**config.mk**
```make
export PLATFORM = sky130hd
export DESIGN_NAME = cdb_arbiter
export DESIGN_NICKNAME = d
export VERILOG_FILES = /design/src/rtl/cdb_arbiter.sv
export SDC_FILE = /design/constraint.sdc
export NUM_CORES = 1
export LEC_CHECK = 0
export ABC_AREA = 1
export CAP_MARGIN = 20
export CELL_PAD_IN_SITES_DETAIL_PLACEMENT = 1
export CELL_PAD_IN_SITES_GLOBAL_PLACEMENT = 1
export CORE_UTILIZATION = 46
export DETAILED_ROUTE_END_ITERATION = 7
export PLACE_DENSITY = 0.94
export RECOVER_POWER = 100
export SYNTH_ARGS = -nofsm -noshare
export SYNTH_HDL_FRONTEND = slang
export SYNTH_SLANG_ARGS = --single-unit
export TNS_END_PERCENT = 20
```
**constraint.sdc**
```tcl
create_clock -name clk -period 4.2 [get_ports clk]
set_input_delay 1.26 -clock clk [delete_from_list [all_inputs] [get_ports clk]]
set_output_delay 1.26 -clock clk [all_outputs]
set_load 0.01 [all_outputs]
```
**src/rtl/cdb_arbiter.sv**
```systemverilog
// Common data bus arbiter: per-source result FIFOs (ALU, LSB) drained round-robin onto a registered CDB.
// Optional same-edge bypass of an empty FIFO is enabled by defining CDB_BYPASS_EN.
module cdb_arbiter #(
    parameter int unsigned DATA_WIDTH  = 32,
    parameter int unsigned ALIAS_WIDTH = 4,
    parameter int unsigned FIFO_DEPTH  = 4
) (
    input  logic                   clk,
    input  logic                   rst,
    input  logic                   rdy,
    input  logic                   rollback_from_rob,
    input  logic                   valid_from_alu,
    input  logic [ALIAS_WIDTH-1:0] alias_from_alu,
    input  logic [DATA_WIDTH-1:0]  result_from_alu,
    output logic                   ready_to_alu,
    input  logic                   valid_from_lsb,
    input  logic [ALIAS_WIDTH-1:0] alias_from_lsb,
    input  logic [DATA_WIDTH-1:0]  result_from_lsb,
    output logic                   ready_to_lsb,
    output logic                   cdb_valid,
    output logic [ALIAS_WIDTH-1:0] cdb_alias,
    output logic [DATA_WIDTH-1:0]  cdb_result,
    output logic                   cdb_src
);

    localparam int unsigned PTR_W = (FIFO_DEPTH > 1) ? $clog2(FIFO_DEPTH) : 1;
    localparam int unsigned CNT_W = PTR_W + 1;
    localparam int unsigned NSRC  = 2;
    localparam logic [CNT_W-1:0] DEPTH_CNT = CNT_W'(FIFO_DEPTH);

    typedef struct packed {
        logic [ALIAS_WIDTH-1:0] tag;
        logic [DATA_WIDTH-1:0]  value;
    } entry_t;

    // Source index 0 is the ALU, 1 is the LSB throughout.
    entry_t                 mem_q    [NSRC][FIFO_DEPTH];
    entry_t                 mem_d    [NSRC][FIFO_DEPTH];
    logic [PTR_W-1:0]       wr_ptr_q [NSRC];
    logic [PTR_W-1:0]       wr_ptr_d [NSRC];
    logic [PTR_W-1:0]       rd_ptr_q [NSRC];
    logic [PTR_W-1:0]       rd_ptr_d [NSRC];
    logic [CNT_W-1:0]       count_q  [NSRC];
    logic [CNT_W-1:0]       count_d  [NSRC];
    logic                   last_grant_q, last_grant_d;
    logic                   cdb_valid_q, cdb_valid_d;
    logic [ALIAS_WIDTH-1:0] cdb_alias_q, cdb_alias_d;
    logic [DATA_WIDTH-1:0]  cdb_result_q, cdb_result_d;
    logic                   cdb_src_q, cdb_src_d;

    entry_t                 in_entry [NSRC];
    entry_t                 head     [NSRC];
    logic [NSRC-1:0]        in_valid;
    logic [NSRC-1:0]        in_ok;
    logic [NSRC-1:0]        not_empty;
    logic [NSRC-1:0]        src_ready;
    logic [NSRC-1:0]        byp_cand;
    logic [NSRC-1:0]        cand;
    logic [NSRC-1:0]        bypassed;
    logic [NSRC-1:0]        push;
    logic [NSRC-1:0]        pop;
    logic                   grant_valid;
    logic                   grant_src;
    entry_t                 grant_entry;

    // Round-robin arbitration over FIFO heads (and bypass candidates when enabled).
    always_comb begin
        in_valid    = {valid_from_lsb, valid_from_alu};
        in_entry[0] = '{tag: alias_from_alu, value: result_from_alu};
        in_entry[1] = '{tag: alias_from_lsb, value: result_from_lsb};
        for (int unsigned s = 0; s < NSRC; s++) begin
            src_ready[s] = rdy && (count_q[s] < DEPTH_CNT);
            not_empty[s] = (count_q[s] != '0);
            head[s]      = mem_q[s][rd_ptr_q[s]];
            in_ok[s]     = in_valid[s] && (in_entry[s].tag != '0);
`ifdef CDB_BYPASS_EN
            byp_cand[s]  = rdy && !rollback_from_rob && !not_empty[s] && in_ok[s];
`else
            byp_cand[s]  = 1'b0;
`endif
            cand[s]      = rdy && !rollback_from_rob && (not_empty[s] || byp_cand[s]);
        end
        grant_valid = |cand;
        grant_src   = (&cand) ? ~last_grant_q : cand[1];
        for (int unsigned s = 0; s < NSRC; s++) begin
            bypassed[s] = grant_valid && (grant_src == 1'(s)) && byp_cand[s];
            pop[s]      = grant_valid && (grant_src == 1'(s)) && not_empty[s];
            // A losing bypass candidate falls back to a normal enqueue.
            push[s]     = src_ready[s] && in_ok[s] && !rollback_from_rob && !bypassed[s];
        end
        grant_entry = bypassed[grant_src] ? in_entry[grant_src] : head[grant_src];
    end

    assign ready_to_alu = src_ready[0];
    assign ready_to_lsb = src_ready[1];

    // Next-state: rollback flushes regardless of rdy; rdy low freezes everything else.
    always_comb begin
        mem_d        = mem_q;
        wr_ptr_d     = wr_ptr_q;
        rd_ptr_d     = rd_ptr_q;
        count_d      = count_q;
        last_grant_d = last_grant_q;
        cdb_valid_d  = cdb_valid_q;
        cdb_alias_d  = cdb_alias_q;
        cdb_result_d = cdb_result_q;
        cdb_src_d    = cdb_src_q;
        if (rollback_from_rob) begin
            for (int unsigned s = 0; s < NSRC; s++) begin
                wr_ptr_d[s] = '0;
                rd_ptr_d[s] = '0;
                count_d[s]  = '0;
            end
            cdb_valid_d = 1'b0;
            cdb_alias_d = '0;
        end else if (rdy) begin
            for (int unsigned s = 0; s < NSRC; s++) begin
                if (push[s]) begin
                    mem_d[s][wr_ptr_q[s]] = in_entry[s];
                    wr_ptr_d[s]           = wr_ptr_q[s] + PTR_W'(1);
                end
                if (pop[s]) begin
                    rd_ptr_d[s] = rd_ptr_q[s] + PTR_W'(1);
                end
                case ({push[s], pop[s]})
                    2'b10:   count_d[s] = count_q[s] + CNT_W'(1);
                    2'b01:   count_d[s] = count_q[s] - CNT_W'(1);
                    default: count_d[s] = count_q[s];
                endcase
            end
            if (grant_valid) begin
                cdb_valid_d  = 1'b1;
                cdb_alias_d  = grant_entry.tag;
                cdb_result_d = grant_entry.value;
                cdb_src_d    = grant_src;
                last_grant_d = grant_src;
            end else begin
                cdb_valid_d = 1'b0;
                cdb_alias_d = '0;
            end
        end
    end

    always_ff @(posedge clk) begin
        if (!rst) begin
            for (int unsigned s = 0; s < NSRC; s++) begin
                for (int unsigned i = 0; i < FIFO_DEPTH; i++) begin
                    mem_q[s][i] <= '0;
                end
                wr_ptr_q[s] <= '0;
                rd_ptr_q[s] <= '0;
                count_q[s]  <= '0;
            end
            last_grant_q <= 1'b1;
            cdb_valid_q  <= 1'b0;
            cdb_alias_q  <= '0;
            cdb_result_q <= '0;
            cdb_src_q    <= 1'b0;
        end else begin
            mem_q        <= mem_d;
            wr_ptr_q     <= wr_ptr_d;
            rd_ptr_q     <= rd_ptr_d;
            count_q      <= count_d;
            last_grant_q <= last_grant_d;
            cdb_valid_q  <= cdb_valid_d;
            cdb_alias_q  <= cdb_alias_d;
            cdb_result_q <= cdb_result_d;
            cdb_src_q    <= cdb_src_d;
        end
    end

    assign cdb_valid  = cdb_valid_q;
    assign cdb_alias  = cdb_alias_q;
    assign cdb_result = cdb_result_q;
    assign cdb_src    = cdb_src_q;

endmodule

```
==> metrics <==
status finished, violations left; failing checks max-capacitance violations, max-slew violations; critical path arrival 2.82 ns; register area share after synthesis 45.3%; Worst Max-Slew Pin Slew 1.94 ns; largest area contributor in the netlist dfxtp_1; max cap viols 1; Peak Freq approximately 250 MHz; RSZ-0062 raised after global routing false; post-route cell area 17500 um^2; clock group share of total power 48.1%; Setup CP Type primary input to primary output; top-count cell post-synth nand2_1; clock latency on the worst-skew pair 0.54 ns; Root Buffer clkbuf_16; CTS tree built; Comb pwr share 5.9%; launching point of the worst reg2reg path wr_ptr_q[2]$_SDFFE_PP0P_; multi-input logic area 6760 um^2; CTS max path bufs 3; Core ar. 31900 um^2; Flop pwr share 45.9%; leading post-synthesis cells by cell area dfxtp_1 45%, nand2_1 14%, a21oi_1 11%; CP cell instances dlygate4sd3_1, inv_1, nor2_1, clkdlybuf4s50_1; DRC 0; post-CTS sizing 0; die area about 33000 um^2; clk_skew 0.0291 ns; Pwr Density 408 nW/um^2; DR top layer met4; I/O pin cnt about 120; Int Power 5.45 mW; synthesis-to-layout area growth 16.5%; global placement routability congestion 0.831; Fin Setup TNS 0 ns; initial antenna violation count 0; H-tree depth 2; DR WL/cell slightly above 20 um; Routed Antenna Nets 0; CTS Sinks about 340; r2r setup slk around 1.4 ns; slowest cell delay on critical path about 0.65 ns; net switching power ~1.7 mW; Post-synth EDFFs 0; clock slew at reported path FFs 0.06 ns; Routed Wire Length 53400 um; Leakage Power approximately 6.5 nW; Hold Fails Final Rpt 0; flops & latches, synth 341; FF+latch area ~6800 um^2; wire length on met2 26200 um; Sw Ratio 24.0%; final net count 2272; vias per inst 5.80; beginning of the worst hold path mem_q[184]$_SDFFE_PN0P_; post-synth net total 2246; Starting Density 47.3%; number of hold buffers added after cts 0; cells on worst reg2reg path 7; # setup viols final 0; syn_area_per_cell 6.99 um^2; data required time at the worst endpoint 2.94 ns; Iteration-0 DRC Markers 1440; I/O Buffers roughly 120; period utilization 97.0%; Min-Delay Endpoint mem_q[184]$_SDFFE_PN0P_; via count around 15000; worst-path maximum fanout 7; Mapped Area 15100 um^2; Critical Path Source Type primary input; global-route wire length before repair between 80000 and 90000 um; Die Y 183 um; synth warn 0; met3 routed WL 3000 um; drt pass-1 iters 5; Top FF cell, synth dfxtp_1; hold depth 2; # fillers ~4100; share of layout cells above drive strength 1 5.20%; total CTS buffers 38; slew margin rel. -29.2%; Max Slew Vio Count about 160; ys async rst share 0%; placed cell areas 16300 um^2; Peak VDD IR 0.000334 V; # diodes 0; post-synthesis cell count about 2200; reg-to-reg endpoint mem_q[258]$_SDFFE_PN0P_; min Tclk post-route 4.08 ns; post-synth top area share 45.3%; Setup Buffers After CTS 0; list of most frequent post-synthesis cells 543 x nand2_1, 343 x a21oi_1, 341 x dfxtp_1; Global Route Usage Sum 31.3%; vias in the first global route 16200; chip width 183 um; CP max stage cell dlygate4sd3_1; Overflow after GRT 0; Worst setup EP type primary output; largest net degree at the start of global routing between 150 and 200; row count 65; Netlist cell types 26; Met1 Wirelength 21400 um; Hold Path Class flip-flop to flip-flop; DP Wirelength 29700 um
flip-flops by register name, indices dropped and copies added, names as in the netlist:
signal	cells
rd_ptr_q	4
mem_q	288
cdb_alias	4
cdb_result	32
cdb_src	1
count_q	6
last_grant_q	1
cdb_valid	1
wr_ptr_q	4
cell type report:
cell class	instances	share of cell area (%)
sequential	341	38.9
multi-input combinational	1468	38.5
timing repair buffer	157	8.31
clock buffer	61	7.07
inverter	176	3.77
tap	435	3.10
clock inverter	9	0.271
worst max-delay path by stage:
| stage | slack, ns | endpoint | cells past startpoint | start |
|---|---|---|---|---|
| floorplan | 1.20 | count_q[5]$_SDFFE_PP0P_ | 15 | rollback_from_rob |
| global placement | 0.23 | ready_to_alu | 4 | rdy |
| detailed placement | 0.22 | ready_to_lsb | 4 | rdy |
| CTS | 0.23 | ready_to_lsb | 4 | rdy |
| global route | 0.09 | ready_to_lsb | 4 | rdy |
| finish | 0.12 | ready_to_lsb | 4 | rdy |
per-layer routing:
layer	up-vias	track usage [%]
met4	0	17.6
met2	564	54.1
met5	-	0
met3	168	4.61
li1	7101	-
met1	7529	37.0
worst max-delay path: cells and delay by family:
kind	cells	cell delay [ns]
buf+inv	3	1.41
simple gates	1	0.14
layout by cell type, fill, tap and decap left out, types with 2 or more instances in the layout:
cell / instances
buf_4: 25
dfxtp_1: 339
o21ai_1: 22
clkdlybuf4s50_1: 77
clkbuf_1: 9
inv_2: 5
nand2_2: 3
clkbuf_2: 10
buf_12: 2
o22ai_1: 2
dlygate4sd3_1: 39
clkinv_2: 8
fa_1: 2
clkbuf_8: 14
o211ai_1: 20
nand2_1: 543
ha_1: 10
inv_1: 169
clkbuf_16: 41
nand3_1: 274
dfxtp_2: 2
a21oi_1: 343
nor2_1: 68
o21ai_0: 178
power groups by stage:
stage	Combinational [mW]	Sequential, mW	Clock (mW)
finish	0.424	3.29	3.45
global route	0.460	3.29	3.61
CTS	0.427	3.29	3.45
detailed placement	0.414	3.36	0
global placement	0.398	3.36	0
floorplan	0.219	3.36	0
metrics by stage:
step / util [%] / hold WS, ns / worst slack (ns) / cells / power (mW)
2_1_floorplan: - / 0.425 / 1.20 / 2156 / 3.58
3_3_place_gp: 51.2 / 0.434 / 0.230 / 2575 / 3.76
3_5_place_dp: 51.2 / 0.443 / 0.218 / 2575 / 3.78
4_1_cts: 55.2 / 0.452 / 0.228 / 2645 / 7.17
5_1_grt: 55.0 / 0.469 / 0.0894 / 2647 / 7.37
6_report: 55.0 / 0.451 / 0.125 / 2647 / 7.17
logic make-up (layout without fill, tap and decap cells):
kind of cell,count (synthesis),in the layout,share of synthesized area [%]
adders and majority gates,12,12,1.10
buffers and inverters,347,403,9.73
AOI/OAI and AO/OA,565,565,19.1
DFF,341,341,45.3
and+or+nand+nor,891,891,24.7
No activity file was read; power rests on OpenSTA's default activity.
